===== src/rtl/piso_shift_register.sv =====
`default_nettype none
// ============================================================================
// Module      : piso_shift_register
// Description : Parallel-in serial-out shift register. Takes WIDTH-bit words
//               through a valid/ready handshake and serialises them onto
//               s_out one bit per shift_en tick. Consecutive words stream
//               with no idle cycle in between.
// Revision    : 1.0 - initial release
// ============================================================================
module piso_shift_register #(
    parameter int WIDTH     = 4,
    parameter bit MSB_FIRST = 1'b1
) (
    input  logic             clk,
    input  logic             rst_n,
    input  logic             preset,
    input  logic             shift_en,
    input  logic             load_valid,
    output logic             load_ready,
    input  logic [WIDTH-1:0] p_in,
    output logic             s_out,
    output logic             s_valid,
    output logic             frame_start,
    output logic             frame_done,
    output logic             busy
);

    localparam int                 c_CNT_W = $clog2(WIDTH);
    localparam logic [c_CNT_W-1:0] c_LAST  = c_CNT_W'(WIDTH - 1);
    localparam logic [c_CNT_W-1:0] c_ONE   = c_CNT_W'(1);

    localparam logic [0:0] c_IDLE  = 1'b0;
    localparam logic [0:0] c_SHIFT = 1'b1;

    logic [0:0]         r_state;
    logic [WIDTH-1:0]   r_shift_reg;
    logic [c_CNT_W-1:0] r_bit_cnt;

    logic [WIDTH-1:0]   w_shifted;
    logic               w_line_bit;
    logic               w_busy;
    logic               w_last_bit;
    logic               w_accept;

    // Shift direction and line tap depend on the bit order; the vacated
    // position always fills with 0.
    generate
        if (MSB_FIRST) begin : g_msb_first
            assign w_shifted  = {r_shift_reg[WIDTH-2:0], 1'b0};
            assign w_line_bit = r_shift_reg[WIDTH-1];
        end else begin : g_lsb_first
            assign w_shifted  = {1'b0, r_shift_reg[WIDTH-1:1]};
            assign w_line_bit = r_shift_reg[0];
        end
    endgenerate

    // Handshake and frame decode. load_ready opens on the final bit's tick
    // so the next word can follow without a gap.
    always_comb begin
        w_busy      = (r_state == c_SHIFT);
        w_last_bit  = w_busy && (r_bit_cnt == c_LAST);
        load_ready  = !preset && ((r_state == c_IDLE) || (w_last_bit && shift_en));
        w_accept    = load_valid && load_ready;
        busy        = w_busy;
        s_valid     = w_busy;
        s_out       = w_busy && w_line_bit;
        frame_start = w_busy && (r_bit_cnt == '0);
        frame_done  = w_last_bit && shift_en;
    end

    // Framing FSM and datapath: preset beats accept, accept beats shift.
    always_ff @(posedge clk or negedge rst_n) begin
        if (!rst_n) begin
            r_state     <= c_IDLE;
            r_shift_reg <= '0;
            r_bit_cnt   <= '0;
        end else if (preset) begin
            r_state     <= c_IDLE;
            r_shift_reg <= '1;
            r_bit_cnt   <= '0;
        end else if (w_accept) begin
            r_state     <= c_SHIFT;
            r_shift_reg <= p_in;
            r_bit_cnt   <= '0;
        end else if (w_busy && shift_en) begin
            r_shift_reg <= w_shifted;
            if (w_last_bit) begin
                r_state   <= c_IDLE;
                r_bit_cnt <= '0;
            end else begin
                r_bit_cnt <= r_bit_cnt + c_ONE;
            end
        end
    end

endmodule
`default_nettype wire

===== config.mk =====
export PLATFORM = sky130hd
export DESIGN_NAME = piso_shift_register
export DESIGN_NICKNAME = d
export VERILOG_FILES = /design/src/rtl/piso_shift_register.sv
export SDC_FILE = /design/constraint.sdc
export NUM_CORES = 1
export LEC_CHECK = 0
export CORE_AREA = 2 2 39 41
export CTS_CLUSTER_SIZE = 8
export DETAILED_ROUTE_END_ITERATION = 8
export DIE_AREA = 0 0 41 43
export DONT_BUFFER_PORTS = 1
export HOLD_SLACK_MARGIN = 0.08
export PLACE_DENSITY = 0.51
export SLEW_MARGIN = 20
export SYNTH_ARGS = -nofsm -noshare
export SYNTH_HDL_FRONTEND = slang
export SYNTH_SLANG_ARGS = --single-unit

===== constraint.sdc =====
create_clock -name clk -period 1.75 [get_ports clk]
set_input_delay 0.35 -clock clk [delete_from_list [all_inputs] [get_ports clk]]
set_output_delay 0.35 -clock clk [all_outputs]
set_load 0.005 [all_outputs]

Yosys cells after proc, flatten, opt, wreduce, memory -nomap -nowiden:

Index checks and enable logic that the tools add are counted.

* input port bits: 9
* bits in latches: 0
* memories: 0
* memory bits (read-only): 0
* bits in writable memories: 0
* logic and storage cells: 30
* register bits: 7
* output and inout port bits: 6

* shifts and indexed selects: 0
* multiply operators: 0
* reductions and logical operators: 13
* divide/modulo/power cells: 0
* equal/unequal tests: 1
* mux-type cells: 11
* $lt $le $gt $ge: 0
* add/sub/neg operators: 1
* bitwise gates (word level): 1

Operator list (number)
* $mux W4: 3
* $mux W2: 4
* $logic_and A1 B1 Y1: 7
* $reduce_bool A3 Y1: 2
* $mux W1: 4
* $add A2 B1 Y2 const B: 1
* $eq A2 B2 Y1 const B: 1
* $logic_not A2 Y1: 1
* $reduce_and A2 Y1: 1
* $logic_not A1 Y1: 1
* $logic_or A1 B1 Y1: 1
* $not A1 Y1: 1

Depth between registers and ports, before layout:

Gate-level depths: netlist (run 1).

* depth after elaboration: 8
* depth in mapped cells: 4
* mapped depth without buffers: 4

Worst setup path before layout (run 1):

OpenSTA, ideal clock, no wires.

* path kind: reg2out
* from: reg r_bit_cnt[0]
* to: out load_ready
* data required time: 1.400 ns
* cell stages (with the launch flop): 4
* setup slack: 0.307 ns
* arrival: 1.093 ns
* path buffers: 0
* path through: dfrtp_1 ha_1 a21boi_0 nor2_1

* word-level cells in the longest chain between the ends: 5

Ends and longest elaborated chain
* start: declaration: RTL line 37 `logic [c_CNT_W-1:0] r_bit_cnt;`
* start signal: assignment: RTL line 91 `r_bit_cnt <= r_bit_cnt + c_ONE;`
* $eq A2 B2 Y1: RTL line 61 `w_last_bit = w_busy && (r_bit_cnt == c_LAST);`
* $logic_and A1 B1 Y1: RTL line 61
* $logic_and A1 B1 Y1: RTL line 62 `load_ready = !preset && ((r_state == c_IDLE) || (w_last_bit && shift_en));`
* $logic_or A1 B1 Y1: RTL line 62
* $logic_and A1 B1 Y1: RTL line 62
* end: declaration: RTL line 19 `output logic load_ready,`

Every way passes these cells.

Worst setup path after layout (run 1):

Same ends and word-level chain as after synthesis.

==> results_dict.tcl, run 1 <==
set metrics [dict create \
    grt_overflow 0 \
    worstHoldPathCells 1 \
    htreeDepth 1 \
    design_area_um2 485 \
    grt_usage_pct 12.8 \
    arrival_ns 1.27 \
    diodes 0 \
    stdcell_count 64 \
    rr_startpoint "r_bit_cnt[0]" \
    die_h_um 43 \
    grt_max_degree 10 \
    post_dp_cell_area_um2 449 \
    fmaxAchievable_mhz 619 \
    fin_ws_ns 0.134 \
    yosysSeqAreaShare_pct 39.7 \
    synthTopCellsByArea "dfrtp_1, a221oi_1, o2bb2ai_1" \
    cp-end-kind "output pin" \
    cts_tree "built" \
    rsz0062_at_grt "no" \
    layout_commonest_cell "dfrtp_1" \
    critPathBufInv 0 \
    slowest_delay_ns 0.41 \
    min-delay-start "preset" \
    totalNegativeSetupSlack_ns 0 \
    maxCapViolations 0 \
    synth_cells 46 \
    finalMaxSlewViolations 0 \
    cts_buffer_depth 2 \
    relSlewSlack_pct 76.8 \
    place_ws_ns 0.315 \
    cts_buffers 3 \
    ir_drop_mv 0.274 \
    r2r_end "r_shift_reg[1]" \
    skew_ns 0.00725 \
    critPathMaxFanout 4 \
    drc 0 \
    hold_viol 0 \
    die_area_um2 1760 \
    syn_nets 57 \
    path_cells "ha_1 > a21boi_0 > nor2_1" \
    power_density_nw_per_um2 798 \
    dp_hpwl_um 694 \
    min_path_type "in2reg" \
    wirelength_um 926 \
    grt_pass1_wl_um 1490 \
    finalSetupViolCount 0 \
    largest_register_ffs 4 \
    power_leakage_uw 0.000194 \
    holdPathEnd "busy" \
    dpl.cell_count 59 \
    cts-root-buf "clkbuf_4" \
    netlist_area_um2 442 \
    nets 60 \
    r2r_cells 4 \
    synth_top_area_share_pct 39.7 \
    routabilityCongestion 0.716 \
    ys_warn_count 0 \
    status "complete, no violations" \
    ys_ff_latch 7 \
    critPathSlowestCell "dfrtp_1" \
    layout_min_cycle_time_ns 1.62 \
    area_growth_syn_to_layout_pct 9.92 \
    tightest_slew_ns 0.347 \
    critPathKind "reg2out" \
    cts_sinks 7 \
    grt_pass1_vias 328 \
    dr.pass1.iters 4 \
    postSynthAreaPerCell_um2 9.60 \
    cp_num_cells 3 \
    core_um2 1380 \
    start_util_pct 31.9 \
    power_uw 388 \
    rows 14 \
    postCtsSetupRepairBufs 0 \
    synth_cell_types 23 \
    via_per_inst 5.34 \
    period_share_pct 92.3 \
    antenna_found_initial 0 \
    worstSetupStartpointType "flop" \
    drt_iter0_drc 5 \
    numPortBuffers 0 \
    ant_nets 0 \
    vias 342 \
    fp.dieW_um 41 \
    r2r_slack_ns 0.32 \
    drive_gt1_share_pct 18.8 \
    worstSkewPairLatency_ns 0.25 \
    crit_family "flip-flops" \
    critPathRequiredTime_ns 1.40 \
    wl_per_cell_um 14.5 \
    clkTransAtPathRegs_ns 0.06 \
    final_cell_mix "dfrtp_1, nor2_1, nand2_1" \
    io-pin-count 15 \
    yosys.area.top_type "dfrtp_1" \
]
-- synth_stat cells --
master and instances:
mux2i_1 1, a21boi_0 1, a221oi_1 3, clkbuf_1 2
o21ai_1 1, nand2b_1 1, a31oi_1 1, ha_1 2
dfrtp_1 7, nand2_1 4, and2_1 1, a21o_1 1
a21oi_1 1, and3_2 1, nor2_1 5, clkbuf_2 1
a211oi_4 1, and2_2 2, o2bb2ai_1 3, buf_4 1
nor3_1 3, inv_1 2, a21bo_4 1
-- where the power goes --
part / leakage [uW] / switching, uW / internal (uW)
Combinational: 0.0000969 / 26.7 / 26.7
Clock: 0.0000150 / 62.8 / 87.3
Sequential: 0.0000823 / 10.2 / 174
Total: 0.000194 / 99.7 / 288
-- layer usage --
layer / vias to the layer above / wire length, um / global-route usage [%]
met3: 2 / 76 / 4.71
met1: 160 / 405 / 18.5
li1: 165 / - / -
met5: - / 0 / 0
met2: 15 / 430 / 15.3
met4: 0 / 12 / 8.00
-- how the worst max path moves through the flow --
stage | from | to | slack, ns
2_1_floorplan | r_bit_cnt[0] | load_ready | 0.31
3_3_place_gp | r_bit_cnt[0] | r_shift_reg[1] | 0.35
3_5_place_dp | r_bit_cnt[0] | r_shift_reg[1] | 0.32
4_1_cts | r_bit_cnt[0] | load_ready | 0.12
5_1_grt | r_bit_cnt[0] | load_ready | 0.06
6_report | r_bit_cnt[0] | load_ready | 0.13
-- logic make-up (layout without fill, tap and decap cells) --
logic type | after synthesis | after routing | share of synthesized area [%]
adders and majority gates | 2 | 2 | 5.66
buffers and inverters | 6 | 8 | 6.23
AOI/OAI and AO/OA | 13 | 13 | 27.2
DFF | 7 | 7 | 39.7
and+or+nand+nor | 17 | 17 | 19.0
muxes | 1 | 1 | 2.27
-- area by class of cell --
| type | instances | area (um2) |
|---|---|---|
| multi-input cells | 33 | 239 |
| well taps | 16 | 20.0 |
| inverters | 2 | 7.51 |
| repair buffers | 2 | 17.5 |
| fillers | 142 | 898 |
| clock buffers | 4 | 26.3 |
| flip-flops and latches | 7 | 175 |
-- metrics by stage --
stage | hold WS [ns] | util, %
CTS | 0.155 | 35.1
finish | 0.158 | 35.1
detailed placement | 0.0545 | 32.5
floorplan | 0.0544 | -
global placement | 0.0546 | 32.5
global route | 0.149 | 35.1
-- timing repair --
item	in CTS	in global routing
resized for setup	0	0
endpoints found under the hold margin	7	0
hold buffers	1	0
setup endpoints to repair	0	0
Note: power is estimated with default switching activity, not from simulation.
==> run 2, diff against run 1 <==
CTS_BUF_LIST = sky130_fd_sc_hd__clkbuf_8   (was not set)
CTS_CLUSTER_DIAMETER = 100   (was not set)
==> run 2 against run 1 <==
Compared with the run above:
- worst setup slack gained 0.016 ns
- first-iteration DRC count grew 20%
- design area grew 3.9%
- clock skew shrank 0.0063 ns
- count of clock-buffer cells in the layout shrank 1
- combinational power is essentially flat
- power grew 17%
- largest cell class unchanged
==> results_dict.tcl, run 2 (synthesized netlist as in run 1, its figures left out) <==
set metrics [dict create \
    worstSkewPairLatency_ns 0.22 \
    p_sw_uw 102 \
    cts_repair_resize_count 0 \
    hold_viol 0 \
    maxCapViolations 0 \
    start_util_pct 31.9 \
    area_growth_syn_to_layout_pct 14.2 \
    dp_hpwl_um 694 \
    routabilityCongestion 0.716 \
    grt_max_degree 10 \
    layout_commonest_cell "dfrtp_1" \
    power_density_nw_per_um2 902 \
    htreeDepth 1 \
    path_cells "ha_1 > a21boi_0 > nor2_1" \
    core_um2 1380 \
    critPathRequiredTime_ns 1.40 \
    critPathBufInv 0 \
    cts_sinks 7 \
    place_ws_ns 0.315 \
    grt_pass1_vias 322 \
    r2r_cells 4 \
    rr_startpoint "r_bit_cnt[0]" \
    period_share_pct 91.4 \
    cp_num_cells 3 \
    fin_util_pct 36.4 \
    finalSetupViolCount 0 \
    grt_overflow 0 \
    crit_family "flip-flops" \
    pwr-share-comb_pct 11.8 \
    critPathSlowestCell "dfrtp_1" \
    stdcell_count 64 \
    clockPowerShare_pct 47.5 \
    dr.pass1.iters 4 \
    grt_usage_pct 12.0 \
    status "complete, no violations" \
    tightest_slew_ns 0.355 \
    relSlewSlack_pct 76.2 \
    final_cell_mix "dfrtp_1, nor2_1, nand2_1" \
    nets 60 \
    rsz0062_at_grt "no" \
    antenna_found_initial 0 \
    dpl.cell_count 59 \
    via_per_inst 5.31 \
    cts_buffer_depth 2 \
    power_leakage_uw 0.000206 \
    cts_tree "built" \
    totalNegativeSetupSlack_ns 0 \
    ir_drop_mv 0.418 \
    wl_per_cell_um 14.4 \
    fp.dieW_um 41 \
    postCtsSetupRepairBufs 0 \
    min_path_type "in2reg" \
    drive_gt1_share_pct 18.8 \
    cts_buffers 3 \
    r2r_end "r_shift_reg[1]" \
    fin_ws_ns 0.150 \
    internal_power_uw 353 \
    layout_min_cycle_time_ns 1.60 \
    cts-root-buf "clkbuf_8" \
    finalMaxSlewViolations 0 \
    p_sw_share_pct 22.5 \
    vias 340 \
    setup.worst_path.end "load_ready" \
    diodes 0 \
    worstSetupStartpoint "r_bit_cnt[0]" \
    arrival_ns 1.25 \
    die_area_um2 1760 \
    die_h_um 43 \
    cp-end-kind "output pin" \
    slowest_delay_ns 0.40 \
    wirelength_um 922 \
    worstSetupStartpointType "flop" \
    r2r_slack_ns 0.31 \
    io-pin-count 15 \
    ant_nets 0 \
    clkTransAtPathRegs_ns 0.04 \
    grt_pass1_wl_um 1410 \
    largest_register_ffs 4 \
    skew_ns 0.000948 \
    numPortBuffers 0 \
    fmaxAchievable_mhz 625 \
    drc 0 \
    critPathMaxFanout 4 \
    critPathKind "reg2out" \
    power_frac_seq_pct 40.6 \
    rows 14 \
    drt_iter0_drc 6 \
]
[run 2: routing by layer]
metal | share of wire (%) | up-vias | global-route usage (%)
li1 | - | 164 | -
met1 | 43 | 164 | 15.8
met2 | 50 | 10 | 16.6
met3 | 6.3 | 2 | 3.14
met4 | 0.87 | 0 | 8.00
met5 | 0 | - | 0
[run 2: worst reg2reg max path: cells and delay by family, from the launching register on]
family	cells	cell delay, ns
AO/OA/AOI/OAI	3	0.66
flip-flops	1	0.40
adder cells (fa/ha/maj)	1	0.26
[run 2: what timing repair did]
item,in CTS,in global routing
hold buffers,1,0
endpoints found under the setup margin,0,0
hold endpoints to repair,7,0
[run 2: area by class of cell]
class | instances | area, um2
Fill cell | 139 | 880
Inverter | 2 | 7.51
Timing Repair Buffer | 2 | 17.5
Tap cell | 16 | 20.0
Clock buffer | 3 | 41.3
Multi-Input combinational cell | 33 | 239
Clock inverter | 1 | 3.75
Sequential cell | 7 | 175
[run 2: through the flow]
stage | hold slack, ns | area [um2] | total power (uW)
after CTS | 0.191 | 504 | 462
final | 0.196 | 504 | 455
after floorplan | 0.0544 | 442 | 233
after global routing | 0.184 | 504 | 481
after global placement | 0.0546 | 449 | 236
after detailed placement | 0.0545 | 449 | 236
[run 2: how the worst min path moves through the flow]
stage / from / end / cells after the start / slack [ns]
floorplan: rst_n / busy / 0 / 0.05
global placement: rst_n / r_shift_reg[3] / 0 / 0.05
detailed placement: rst_n / busy / 0 / 0.05
CTS: preset / busy / 1 / 0.19
global route: preset / busy / 1 / 0.18
finish: preset / busy / 1 / 0.20
[run 2: power by group through the flow]
stage	sequential, uW	clock [uW]	combinational [uW]
after detailed placement	187	0	48.8
after floorplan	183	0	49.6
final	185	216	53.8
after global routing	186	234	60.8
after CTS	185	223	54.2
after global placement	187	0	49.2
==> run 3, diff against run 2 <==
ABC_AREA = 0   (was not set)
==> results of run 3 <==
The final DEF is identical to that of run 2; final timing and power are the same.
